===== src/rtl/processador_pkg.sv =====
// Shared definitions for the 10-bit-instruction processor.
// Used by the sequencer, the decoder and the instruction ROM.
package processador_pkg;

    localparam int PC_W    = 5;
    localparam int INSTR_W = 10;

    localparam logic [3:0] OP_ADD = 4'b0000;
    localparam logic [3:0] OP_SUB = 4'b0001;
    localparam logic [3:0] OP_AND = 4'b0010;
    localparam logic [3:0] OP_OR  = 4'b0011;
    localparam logic [3:0] OP_XOR = 4'b0100;
    localparam logic [3:0] OP_NOT = 4'b0101;
    localparam logic [3:0] OP_SHR = 4'b0110;
    localparam logic [3:0] OP_RST = 4'b0111;
    localparam logic [3:0] OP_INC = 4'b1000;
    localparam logic [3:0] OP_JMP = 4'b1001;
    localparam logic [3:0] OP_JZ  = 4'b1010;
    localparam logic [3:0] OP_DEC = 4'b1011;
    localparam logic [3:0] OP_SHL = 4'b1100;
    localparam logic [3:0] OP_ST  = 4'b1101;
    localparam logic [3:0] OP_OUT = 4'b1110;
    localparam logic [3:0] OP_IN  = 4'b1111;

    typedef enum logic [2:0] {
        ST_IDLE,
        ST_FETCH,
        ST_LOAD,
        ST_WAIT_EXT,
        ST_EXEC
    } seq_state_t;

    // ALU-producing opcodes refresh the zero flag; control and I/O opcodes leave it alone.
    function automatic logic op_updates_zero(input logic [3:0] op);
        logic upd;
        upd = 1'b0;
        case (op)
            OP_ADD, OP_SUB, OP_AND, OP_OR, OP_XOR, OP_NOT, OP_SHR,
            OP_INC, OP_DEC, OP_SHL: upd = 1'b1;
            default:                upd = 1'b0;
        endcase
        return upd;
    endfunction

endpackage


===== src/rtl/sequenciador_controle.sv =====
// Fetch/execute sequencer: owns pc, instruction register, zero flag and the
// external-nibble handshake; exec_en qualifies all datapath writes.
//
// state    | meaning
// IDLE     | parked, waits for run
// FETCH    | pc presented to instruction memory
// LOAD     | memory data captured into instr
// WAIT_EXT | IN opcode, waiting for ext_valid
// EXEC     | exec_en high; pc, flag and retired counter update
module sequenciador_controle #(
    parameter int PC_W    = 5,
    parameter int INSTR_W = 10,
    parameter int CNT_W   = 8
) (
    input  logic               clk,
    input  logic               rst_n,
    input  logic               run,
    output logic [PC_W-1:0]    imem_addr,
    input  logic [INSTR_W-1:0] imem_data,
    output logic [INSTR_W-1:0] instr,
    output logic               exec_en,
    input  logic               zero_alu,
    output logic               zero_flag,
    input  logic               ext_valid,
    input  logic [3:0]         ext_data,
    output logic               ext_ready,
    output logic [3:0]         ext_nibble,
    output logic               busy,
    output logic [CNT_W-1:0]   retired
);
    import processador_pkg::*;

    seq_state_t          state;
    seq_state_t          state_nxt;
    logic [PC_W-1:0]     pc;
    logic [PC_W-1:0]     pc_nxt;
    logic                zero_nxt;
    logic [3:0]          opcode;
    logic [3:0]          load_opcode;
    logic [PC_W-1:0]     target;

    assign opcode      = instr[INSTR_W-1 -: 4];
    assign load_opcode = imem_data[INSTR_W-1 -: 4];
    assign target      = instr[PC_W-1:0];

    assign imem_addr = pc;
    assign exec_en   = (state == ST_EXEC);
    assign ext_ready = (state == ST_WAIT_EXT);
    assign busy      = (state != ST_IDLE);

    always_comb begin
        state_nxt = state;
        pc_nxt    = pc;
        zero_nxt  = zero_flag;
        case (state)
            ST_IDLE:     if (run) state_nxt = ST_FETCH;
            ST_FETCH:    state_nxt = ST_LOAD;
            ST_LOAD:     state_nxt = (load_opcode == OP_IN) ? ST_WAIT_EXT : ST_EXEC;
            ST_WAIT_EXT: if (ext_valid) state_nxt = ST_EXEC;
            ST_EXEC: begin
                state_nxt = run ? ST_FETCH : ST_IDLE;
                case (opcode)
                    OP_JMP:  pc_nxt = target;
                    OP_JZ:   pc_nxt = zero_flag ? target : pc + PC_W'(1);
                    OP_RST:  pc_nxt = '0;
                    default: pc_nxt = pc + PC_W'(1);
                endcase
                if (op_updates_zero(opcode))
                    zero_nxt = zero_alu;
                else if (opcode == OP_RST)
                    zero_nxt = 1'b0;
            end
            default:     state_nxt = ST_IDLE;
        endcase
    end

    always_ff @(posedge clk) begin
        if (!rst_n) begin
            state      <= ST_IDLE;
            pc         <= '0;
            instr      <= '0;
            zero_flag  <= 1'b0;
            ext_nibble <= 4'h0;
            retired    <= '0;
        end else begin
            state     <= state_nxt;
            pc        <= pc_nxt;
            zero_flag <= zero_nxt;
            if (state == ST_LOAD)
                instr <= imem_data;
            // ext_valid outside WAIT_EXT never reaches the nibble register
            if (state == ST_WAIT_EXT && ext_valid)
                ext_nibble <= ext_data;
            if (state == ST_EXEC)
                retired <= retired + CNT_W'(1);
        end
    end

endmodule


===== config.mk =====
export PLATFORM = sky130hd
export DESIGN_NAME = sequenciador_controle
export DESIGN_NICKNAME = d
export VERILOG_FILES = /design/src/rtl/processador_pkg.sv /design/src/rtl/sequenciador_controle.sv
export SDC_FILE = /design/constraint.sdc
export NUM_CORES = 1
export LEC_CHECK = 0
export CAP_MARGIN = 10
export CORE_UTILIZATION = 48
export DETAILED_ROUTE_END_ITERATION = 16
export HOLD_SLACK_MARGIN = 0.05
export PLACE_DENSITY = 0.95
export SLEW_MARGIN = 20
export SYNTH_ARGS = -nofsm -noshare
export SYNTH_HDL_FRONTEND = slang
export SYNTH_SLANG_ARGS = --single-unit

===== constraint.sdc =====
create_clock -name clk -period 4.1 [get_ports clk]
set_input_delay 0.41 -clock clk [delete_from_list [all_inputs] [get_ports clk]]
set_output_delay 0.41 -clock clk [all_outputs]
set_load 0.1 [all_outputs]

==> results of run 1 <==
## report_power, final
group	leakage, nW	switching, mW	total (mW)	internal [mW]
clock network	0.0374	0.101	0.198	0.0972
logic	0.497	0.0688	0.106	0.0373
registers	0.259	0.00748	0.324	0.317
total	0.793	0.177	0.628	0.451
## sequential cells by signal, summed over array words and instances, names as in the netlist, named ones only
| signal | flops |
|---|---|
| ext_nibble | 4 |
| state | 3 |
| retired | 8 |
| zero_flag | 1 |
| imem_addr | 5 |
| instr | 10 |
## per-stage QoR
stage	total power [mW]	util (%)	std cells
2_1_floorplan	0.402	-	159
3_5_place_dp	0.437	69.7	234
3_3_place_gp	0.435	69.7	234
4_1_cts	0.631	72.0	241
6_report	0.628	72.0	241
5_1_grt	0.653	72.0	241
## final cells by class
cell class	count	area, sq um
clock buffers	7	65.1
multi-input cells	115	772
inverters	6	22.5
well taps	31	38.8
fillers	197	792
repair buffers	50	498
flip-flops and latches	32	641
## cell families after synthesis
family | synth area share (%)
buf+inv | 4.16
fa+ha+maj | 3.40
mux | 9.76
simple gates | 24.7
compound gates | 9.17
xor+xnor | 5.35
flops | 43.5
## worst max path at each step
stage | end | slack, ns | cells after the start
2_1_floorplan | imem_addr[0] | 1.95 | 4
3_3_place_gp | exec_en | 1.35 | 3
3_5_place_dp | exec_en | 1.33 | 3
4_1_cts | exec_en | 0.96 | 3
5_1_grt | exec_en | 0.87 | 3
6_report | exec_en | 0.95 | 3
## per-layer routing
layer,global-route usage [%],vias up
met3,8.39,4
li1,-,655
met5,0,-
met1,25.6,632
met4,8.36,0
met2,33.6,45
## synthesized netlist by cell type (all sizes together)
cell	number
a21oi	4
inv	5
nand2	11
clkinv	1
a31oi	1
nand4	1
xnor2	7
a2111oi	1
dfxtp	32
and2b	3
a221oi	4
xor2	2
o21a	1
and4b	1
and3b	1
nor2	27
or3	2
a32oi	2
nor3b	1
buf	4
nand3	6
o21ai	5
clkbuf	2
and3	3
nor4	2
a211oi	2
and4bb	1
nor2b	2
nor3	3
nand2b	1
mux2i	14
or3b	1
nand4b	1
and2	1
ha	4
## worst reg2reg max path, delay by kind of cell (launching register included)
| kind | cells | cell delay, ns |
|---|---|---|
| AO/OA/AOI/OAI | 1 | 0.06 |
| adder cells (fa/ha/maj) | 1 | 0.28 |
| flip-flops | 1 | 0.43 |
| multiplexers | 1 | 0.32 |
| AND/OR/NAND/NOR | 3 | 1.33 |
==> flow_metrics.py, run 1 <==
metrics = {
    "placement": {
        "dp_slack_ns": 1.33,
        "gp_congestion": 0.765,
        "dp_hpwl_um": 2440,
        "placed_area_sq_mm": 0.00197,
        "port_buffers": 49,
    },
    "global_routing": {
        "grt_pass1_wl_um": 5280,
        "antenna_found_initial": 0,
        "grt_max_degree": 26,
        "grt_usage_pct": 21.1,
        "grt_overflow_total": 0,
        "grt_pass1_vias": 1217,
    },
    "setup_path": {
        "crit_type": "flop to output port",
        "cp_slowest_cell": "clkdlybuf4s50_1",
        "path_cells": "or3b_4 > inv_1 > clkdlybuf4s50_1",
        "r2r_slack_ns": 1.58,
        "worstReg2RegStart": "state[1]",
        "cp_data_arrival_time_ns": 2.74,
        "critPathRequiredTime_ns": 3.69,
        "endpoint_kind": "output port",
        "r2r_cells": 6,
        "worst_setup_path_start_kind": "flop",
        "cp-startpoint": "state[0]",
        "path_buf_inv": 2,
        "crit_path_max_fanout": 12,
        "critical-path-top-delay-family": "buffers and inverters",
        "cpPeakStageDelay_ns": 1.20,
    },
    "sta": {
        "holdWs_ns": 0.505,
        "drv_slew": 0,
        "final.min_clock_period_ns": 3.15,
        "setup_ws_ns": 0.951,
        "tns_ns": 0,
        "worst_slew_pin_slew_ns": 1.08,
        "clock_skew_ns": 0.00978,
        "slew-limit-headroom_pct": 27.8,
        "fmax_ghz": 0.318,
        "setup_viol": 0,
        "rsz0062_at_grt": "false",
        "fin_crit_sh_pct": 76.8,
        "finalHoldViolCount": 0,
    },
    "clocking": {
        "clock-sinks": 32,
        "numCtsBuffers": 5,
        "clock_path_buffers": 2,
        "clkTransAtPathRegs_ns": 0.09,
        "cts_tree": "yes",
        "htreeDepth": 2,
        "post-cts-setup-buffer-count": 0,
        "postCtsHoldBufs": 0,
        "clock_latency_ns": 0.32,
        "cts-root-buf": "clkbuf_4",
        "ctsResizeCount": 0,
    },
    "die": {
        "rows": 19,
        "io-pin-count": 50,
        "design.core.area_sq_mm": 0.00283,
        "dieArea_sq_mm": 0.00330,
        "dieHeight_um": 57.4,
        "die_x_um": 57.4,
        "start_util_pct": 52.1,
    },
    "drt": {
        "drc": 2,
        "viasPerCell": 5.54,
        "maxUsedRoutingLayer": "met4",
        "totalWireLength_um": 3370,
        "wl_per_cell_um": 14.0,
        "wl_met1_um": 1490,
        "drtIter0Drc": 42,
        "wl_met3_um": 207,
        "first_pass_iters": 11,
        "vias": 1336,
        "dr_wl_met2_um": 1630,
        "ant_nets": 0,
    },
    "power_and_ir_drop": {
        "vdd_drop_max_v": 0.000182,
        "powerDensity_mw_per_mm2": 308,
        "power.leakage_nw": 0.793,
    },
    "logic_synthesis": {
        "synthesis.area_sq_mm": 0.00147,
        "ys_warn_count": 0,
        "synth_seq_cells": 32,
        "avgSynthCellArea_sq_um": 9.27,
        "yosysSeqAreaShare_pct": 43.5,
        "synthCells": 159,
        "synthTopCellsByArea": "dfxtp_1, mux2i_1, nor2_1",
        "synth_top_area_share_pct": 43.5,
        "synth_nets": 182,
        "yosysTopAreaCell": "dfxtp_1",
        "ys_types": 39,
    },
    "final_layout": {
        "final_cell_area_sq_mm": 0.00204,
        "final_nets": 233,
        "layout.cells.most_common": "clkdlybuf4s50_1",
        "drive_above_1_share_pct": 6.19,
        "synthToLayoutAreaGrowth_pct": 38.2,
        "mostFrequentLayoutCells": "clkdlybuf4s50_1, dfxtp_1, nor2_1",
        "n_antenna_cell": 0,
    },
    "worst_hold_path": {
        "hold_start": "ext_nibble[2]",
        "hold_class": "flop to flop",
        "whs_endpoint": "ext_nibble[2]",
        "worstHoldPathCells": 2,
    },
    "flow_run": {
        "maxCapViolCount": 0,
    },
    "run_status": {
        "status": "complete, but fails checks",
        "violations": "DRC",
    },
}
Note: power is estimated with default switching activity, not from simulation.
==> inputs of run 2 (changes only) <==
--- a/config.mk
+++ b/config.mk
@@ -6,10 +6,10 @@
 export NUM_CORES = 1
 export LEC_CHECK = 0
 export CAP_MARGIN = 10
-export CORE_UTILIZATION = 48
+export CORE_UTILIZATION = 45
 export DETAILED_ROUTE_END_ITERATION = 16
 export HOLD_SLACK_MARGIN = 0.05
-export PLACE_DENSITY = 0.95
+export PLACE_DENSITY = 0.9
 export SLEW_MARGIN = 20
 export SYNTH_ARGS = -nofsm -noshare
 export SYNTH_HDL_FRONTEND = slang
==> constraint.sdc (replaced) <==
create_clock -name clk -period 3 [get_ports clk]
set_input_delay 0.3 -clock clk [delete_from_list [all_inputs] [get_ports clk]]
set_output_delay 0.3 -clock clk [all_outputs]
set_load 0.1 [all_outputs]
==> flow_metrics.py, run 2 (synthesized netlist as in run 1, its figures left out) <==
metrics = {
    "run_status": {
        "status": "finished clean",
    },
    "power_and_ir_drop": {
        "power.leakage_nw": 0.863,
        "internal_power_mw": 0.703,
        "clockPowerShare_pct": 38.9,
        "combPwrFrac_pct": 14.8,
        "power_switching_mw": 0.254,
        "swShare_pct": 26.5,
        "vdd_drop_max_v": 0.000355,
        "p_seq_share_pct": 46.3,
        "powerDensity_mw_per_mm2": 472,
    },
    "placement": {
        "dp_hpwl_um": 2340,
        "placed_area_sq_mm": 0.00193,
        "gp_congestion": 0.841,
        "port_buffers": 49,
    },
    "final_layout": {
        "synthToLayoutAreaGrowth_pct": 37.6,
        "largest_register": "instr",
        "mostFrequentLayoutCells": "dfxtp_1, nor2_1, buf_4",
        "seqCellArea_sq_um": 641,
        "layout.cells.most_common": "dfxtp_1",
        "final_cell_area_sq_mm": 0.00203,
        "largest_reg_flops": 10,
        "n_antenna_cell": 0,
        "fillCellCount": 269,
        "final_nets": 234,
        "multiInputGateArea_sq_um": 772,
        "drive_above_1_share_pct": 18.9,
    },
    "die": {
        "die_x_um": 59.2,
        "start_util_pct": 47.9,
        "io-pin-count": 50,
        "dieHeight_um": 59.2,
        "dieArea_sq_mm": 0.00351,
        "rows": 20,
        "design.core.area_sq_mm": 0.00308,
    },
    "clocking": {
        "clkTransAtPathRegs_ns": 0.10,
        "post-cts-setup-buffer-count": 0,
        "htreeDepth": 2,
        "clock_path_buffers": 2,
        "cts-root-buf": "clkbuf_4",
        "clock-sinks": 32,
        "clock_latency_ns": 0.34,
        "ctsResizeCount": 0,
        "postCtsHoldBufs": 0,
        "cts_tree": "yes",
        "numCtsBuffers": 5,
    },
    "setup_path": {
        "cp_data_arrival_time_ns": 2.09,
        "cpPeakStageDelay_ns": 1.12,
        "critPathRequiredTime_ns": 2.70,
        "path_cells": "or3_1 > clkdlybuf4s50_1",
        "critical-path-top-delay-family": "buffers and inverters",
        "worst_setup_path_start_kind": "flop",
        "crit_type": "flop to output port",
        "crit_path_max_fanout": 9,
        "path_buf_inv": 1,
        "endpoint_kind": "output port",
        "cp_slowest_cell": "clkdlybuf4s50_1",
    },
    "drt": {
        "viasPerCell": 5.09,
        "drtIter0Drc": 51,
        "drc": 0,
        "vias": 1302,
        "totalWireLength_um": 3210,
        "ant_nets": 0,
        "first_pass_iters": 4,
        "wl_per_cell_um": 12.5,
    },
    "sta": {
        "worst_slew_pin_slew_ns": 0.962,
        "rsz0062_at_grt": "false",
        "fin_crit_sh_pct": 79.6,
        "final.min_clock_period_ns": 2.39,
        "finalHoldViolCount": 0,
        "drv_slew": 0,
        "setup_viol": 0,
        "clock_skew_ns": 0.00643,
        "slew-limit-headroom_pct": 35.7,
        "fmax_ghz": 0.419,
        "tns_ns": 0,
        "holdWs_ns": 0.516,
    },
    "global_routing": {
        "grt_pass1_vias": 1195,
        "antenna_found_initial": 0,
        "grt_overflow_total": 0,
        "grt_max_degree": 24,
        "grt_pass1_wl_um": 5190,
        "grt_usage_pct": 19.8,
    },
    "flow_run": {
        "maxCapViolCount": 0,
    },
    "worst_hold_path": {
        "hold_class": "flop to flop",
    },
}
run 2: path summary, 6_finish.rpt:
kind / from / end / slack [ns] / depth (start not counted)
max: state[0] / busy / 0.61 / 2
min: state[2] / state[1] / 0.52 / 1
max reg2reg: state[1] / flop / 1.01 / 7
min reg2reg: state[2] / state[1] / 0.52 / 1
run 2: area by class of cell:
| class | instances | share of cell area, % |
|---|---|---|
| clock buffers | 7 | 3.21 |
| clock inverters | 1 | 1.48 |
| inverters | 6 | 1.11 |
| multi-input cells | 115 | 38.1 |
| flip-flops and latches | 32 | 31.6 |
| well taps | 44 | 2.71 |
| repair buffers | 51 | 21.8 |
run 2: metal layers:
metal	up-vias	routed length, um	global-route usage (%)	share of wire [%]
met5	-	0	0	0
li1	661	-	-	-
met3	5	166	4.80	5.2
met4	0	44	8.16	1.4
met1	595	1510	25.8	47
met2	41	1490	31.1	46
run 2: power groups by stage:
stage	clock (mW)	sequential, mW	combinational, mW
2_1_floorplan	0	0.497	0.0516
3_3_place_gp	0	0.453	0.140
3_5_place_dp	0	0.453	0.142
4_1_cts	0.377	0.443	0.143
5_1_grt	0.398	0.445	0.150
6_report	0.372	0.443	0.142
run 2: per-stage QoR:
stage	utilization, %	setup WS, ns	total power, mW	instances
finish	65.9	0.612	0.957	256
global route	65.9	0.515	0.993	256
CTS	65.9	0.594	0.963	256
detailed placement	62.8	0.897	0.595	248
global placement	62.8	0.984	0.593	248
floorplan	-	0.846	0.549	159
==> inputs of run 3 (changes only) <==
--- a/config.mk
+++ b/config.mk
@@ -6,10 +6,10 @@
 export NUM_CORES = 1
 export LEC_CHECK = 0
 export CAP_MARGIN = 10
-export CORE_UTILIZATION = 45
+export CORE_UTILIZATION = 40
 export DETAILED_ROUTE_END_ITERATION = 16
 export HOLD_SLACK_MARGIN = 0.05
-export PLACE_DENSITY = 0.9
+export PLACE_DENSITY = 0.86
 export SLEW_MARGIN = 20
 export SYNTH_ARGS = -nofsm -noshare
 export SYNTH_HDL_FRONTEND = slang
==> constraint.sdc (replaced) <==
create_clock -name clk -period 2 [get_ports clk]
set_input_delay 0.2 -clock clk [delete_from_list [all_inputs] [get_ports clk]]
set_output_delay 0.2 -clock clk [all_outputs]
set_load 0.1 [all_outputs]
==> flow_metrics.py, run 3 (synthesized netlist as in run 1, its figures left out) <==
metrics = {
    "clocking": {
        "clock-sinks": 32,
        "clock_path_buffers": 2,
        "clock_latency_ns": 0.29,
        "ctsResizeCount": 0,
        "cts_tree": "yes",
        "postCtsHoldBufs": 0,
        "numCtsBuffers": 5,
        "cts-root-buf": "clkbuf_8",
        "post-cts-setup-buffer-count": 0,
        "clkTransAtPathRegs_ns": 0.07,
        "htreeDepth": 2,
    },
    "flow_run": {
        "maxCapViolCount": 0,
    },
    "setup_path": {
        "path_cells": "nor3b_4 > mux2i_1 > nor2_1 > ha_1 > a21oi_1 > or3_1",
        "path_buf_inv": 0,
        "r2r_slack_ns": 0.12,
        "cp_data_arrival_time_ns": 2.05,
        "crit_path_max_fanout": 7,
        "cp_slowest_cell": "dfxtp_1",
        "worstReg2RegStart": "state[1]",
        "endpoint_kind": "flop",
        "worst_setup_path_start_kind": "flop",
        "critical-path-top-delay-family": "simple AND/OR/NAND/NOR gates",
        "critPathRequiredTime_ns": 2.17,
        "crit_type": "flop to flop",
        "r2r_cells": 6,
        "cpPeakStageDelay_ns": 0.43,
    },
    "sta": {
        "worst_slew_pin_slew_ns": 0.352,
        "finalHoldViolCount": 0,
        "setup_viol": 0,
        "tns_ns": 0,
        "final.min_clock_period_ns": 1.88,
        "slew-limit-headroom_pct": 75.9,
        "drv_slew": 0,
        "rsz0062_at_grt": "false",
        "fmax_ghz": 0.533,
        "fin_crit_sh_pct": 93.9,
        "clock_skew_ns": 0.00542,
    },
    "global_routing": {
        "antenna_found_initial": 0,
        "grt_usage_pct": 18.3,
        "grt_pass1_wl_um": 5580,
        "grt_overflow_total": 0,
        "grt_max_degree": 20,
        "grt_pass1_vias": 1251,
    },
    "run_status": {
        "status": "finished clean",
    },
    "die": {
        "dieArea_sq_mm": 0.00393,
        "dieHeight_um": 62.7,
        "die_x_um": 62.7,
        "design.core.area_sq_mm": 0.00344,
        "start_util_pct": 42.8,
        "rows": 21,
        "io-pin-count": 50,
    },
    "drt": {
        "first_pass_iters": 4,
        "drtIter0Drc": 76,
        "wl_per_cell_um": 12.5,
        "vias": 1329,
        "ant_nets": 0,
        "drc": 0,
        "totalWireLength_um": 3300,
        "viasPerCell": 5.05,
    },
    "final_layout": {
        "synthToLayoutAreaGrowth_pct": 41.9,
        "multiInputGateArea_sq_um": 778,
        "fillCellCount": 301,
        "largest_reg_flops": 10,
        "n_antenna_cell": 0,
        "layoutNonFillerInstCount": 263,
        "layout.cells.most_common": "buf_4",
        "largest_register": "instr",
        "seqCellArea_sq_um": 646,
        "final_nets": 239,
        "final_cell_area_sq_mm": 0.00209,
        "mostFrequentLayoutCells": "buf_4, dfxtp_1, nor2_1",
        "drive_above_1_share_pct": 25.8,
    },
    "placement": {
        "gp_congestion": 0.771,
        "placed_cells": 255,
        "placed_area_sq_mm": 0.00199,
        "dp_hpwl_um": 2440,
        "port_buffers": 49,
    },
    "worst_hold_path": {
        "hold_start": "run",
        "whs_endpoint": "state[0]",
        "worstHoldPathCells": 3,
        "hold_class": "input port to flop",
    },
    "power_and_ir_drop": {
        "vdd_drop_max_v": 0.000437,
        "power.leakage_nw": 0.895,
        "powerDensity_mw_per_mm2": 672,
        "p_total_mw": 1.40,
    },
}
==> run 3: cell types whose count changed in the layout (fill, tap and decap cells not counted), sizes merged <==
cell	delta
buf	+11
bufinv	-1
clkbuf	-1
clkdlybuf4s50	-6
clkinv	+2
clkinvlp	+1
inv	-1
==> run 3: layout make-up <==
cell class	count	area share (%)
multi-input combinational	115	37.2
sequential	32	30.9
timing repair buffer	56	23.5
clock buffer	6	3.95
tap	46	2.75
inverter	6	1.26
clock inverter	2	0.479
==> run 3: stage by stage <==
step	hold slack, ns	utilization, %	setup slack [ns]
after floorplan	0.340	-	0.00705
after global placement	0.481	57.8	0.202
after detailed placement	0.487	57.8	0.129
after CTS	0.471	60.5	0.0575
after global routing	0.485	60.7	0.0221
final	0.471	60.7	0.122
==> run 3: report_power, final <==
group,switching (mW),total (mW),leakage [nW],internal [mW]
combinational,0.142,0.221,0.583,0.0793
clock,0.243,0.517,0.0510,0.274
sequential,0.0154,0.666,0.261,0.651
==> run 3: worst register-to-register path, stage by stage (launching register included) <==
cell,delay [ns]
dfxtp_1,0.43
nor3b_4,0.29
mux2i_1,0.26
nor2_1,0.08
ha_1,0.28
a21oi_1,0.06
or3_1,0.36
==> run 3: metal layers <==
layer,up-vias,share of wire (%),wire length (um),track usage (%)
met5,-,0,0,0
met4,0,2.6,87,8.72
met3,10,5.2,170,6.39
met2,42,45,1490,28.0
met1,610,47,1550,22.9
li1,667,-,-,-
==> run 3: worst max-delay path by stage <==
stage	from	endpoint	cells past startpoint
2_1_floorplan	imem_addr[1]	imem_addr[4]	5
5_1_grt	state[1]	flop	6
4_1_cts	state[0]	exec_en	3
6_report	state[1]	flop	6
3_3_place_gp	state[1]	flop	6
3_5_place_dp	state[1]	flop	6
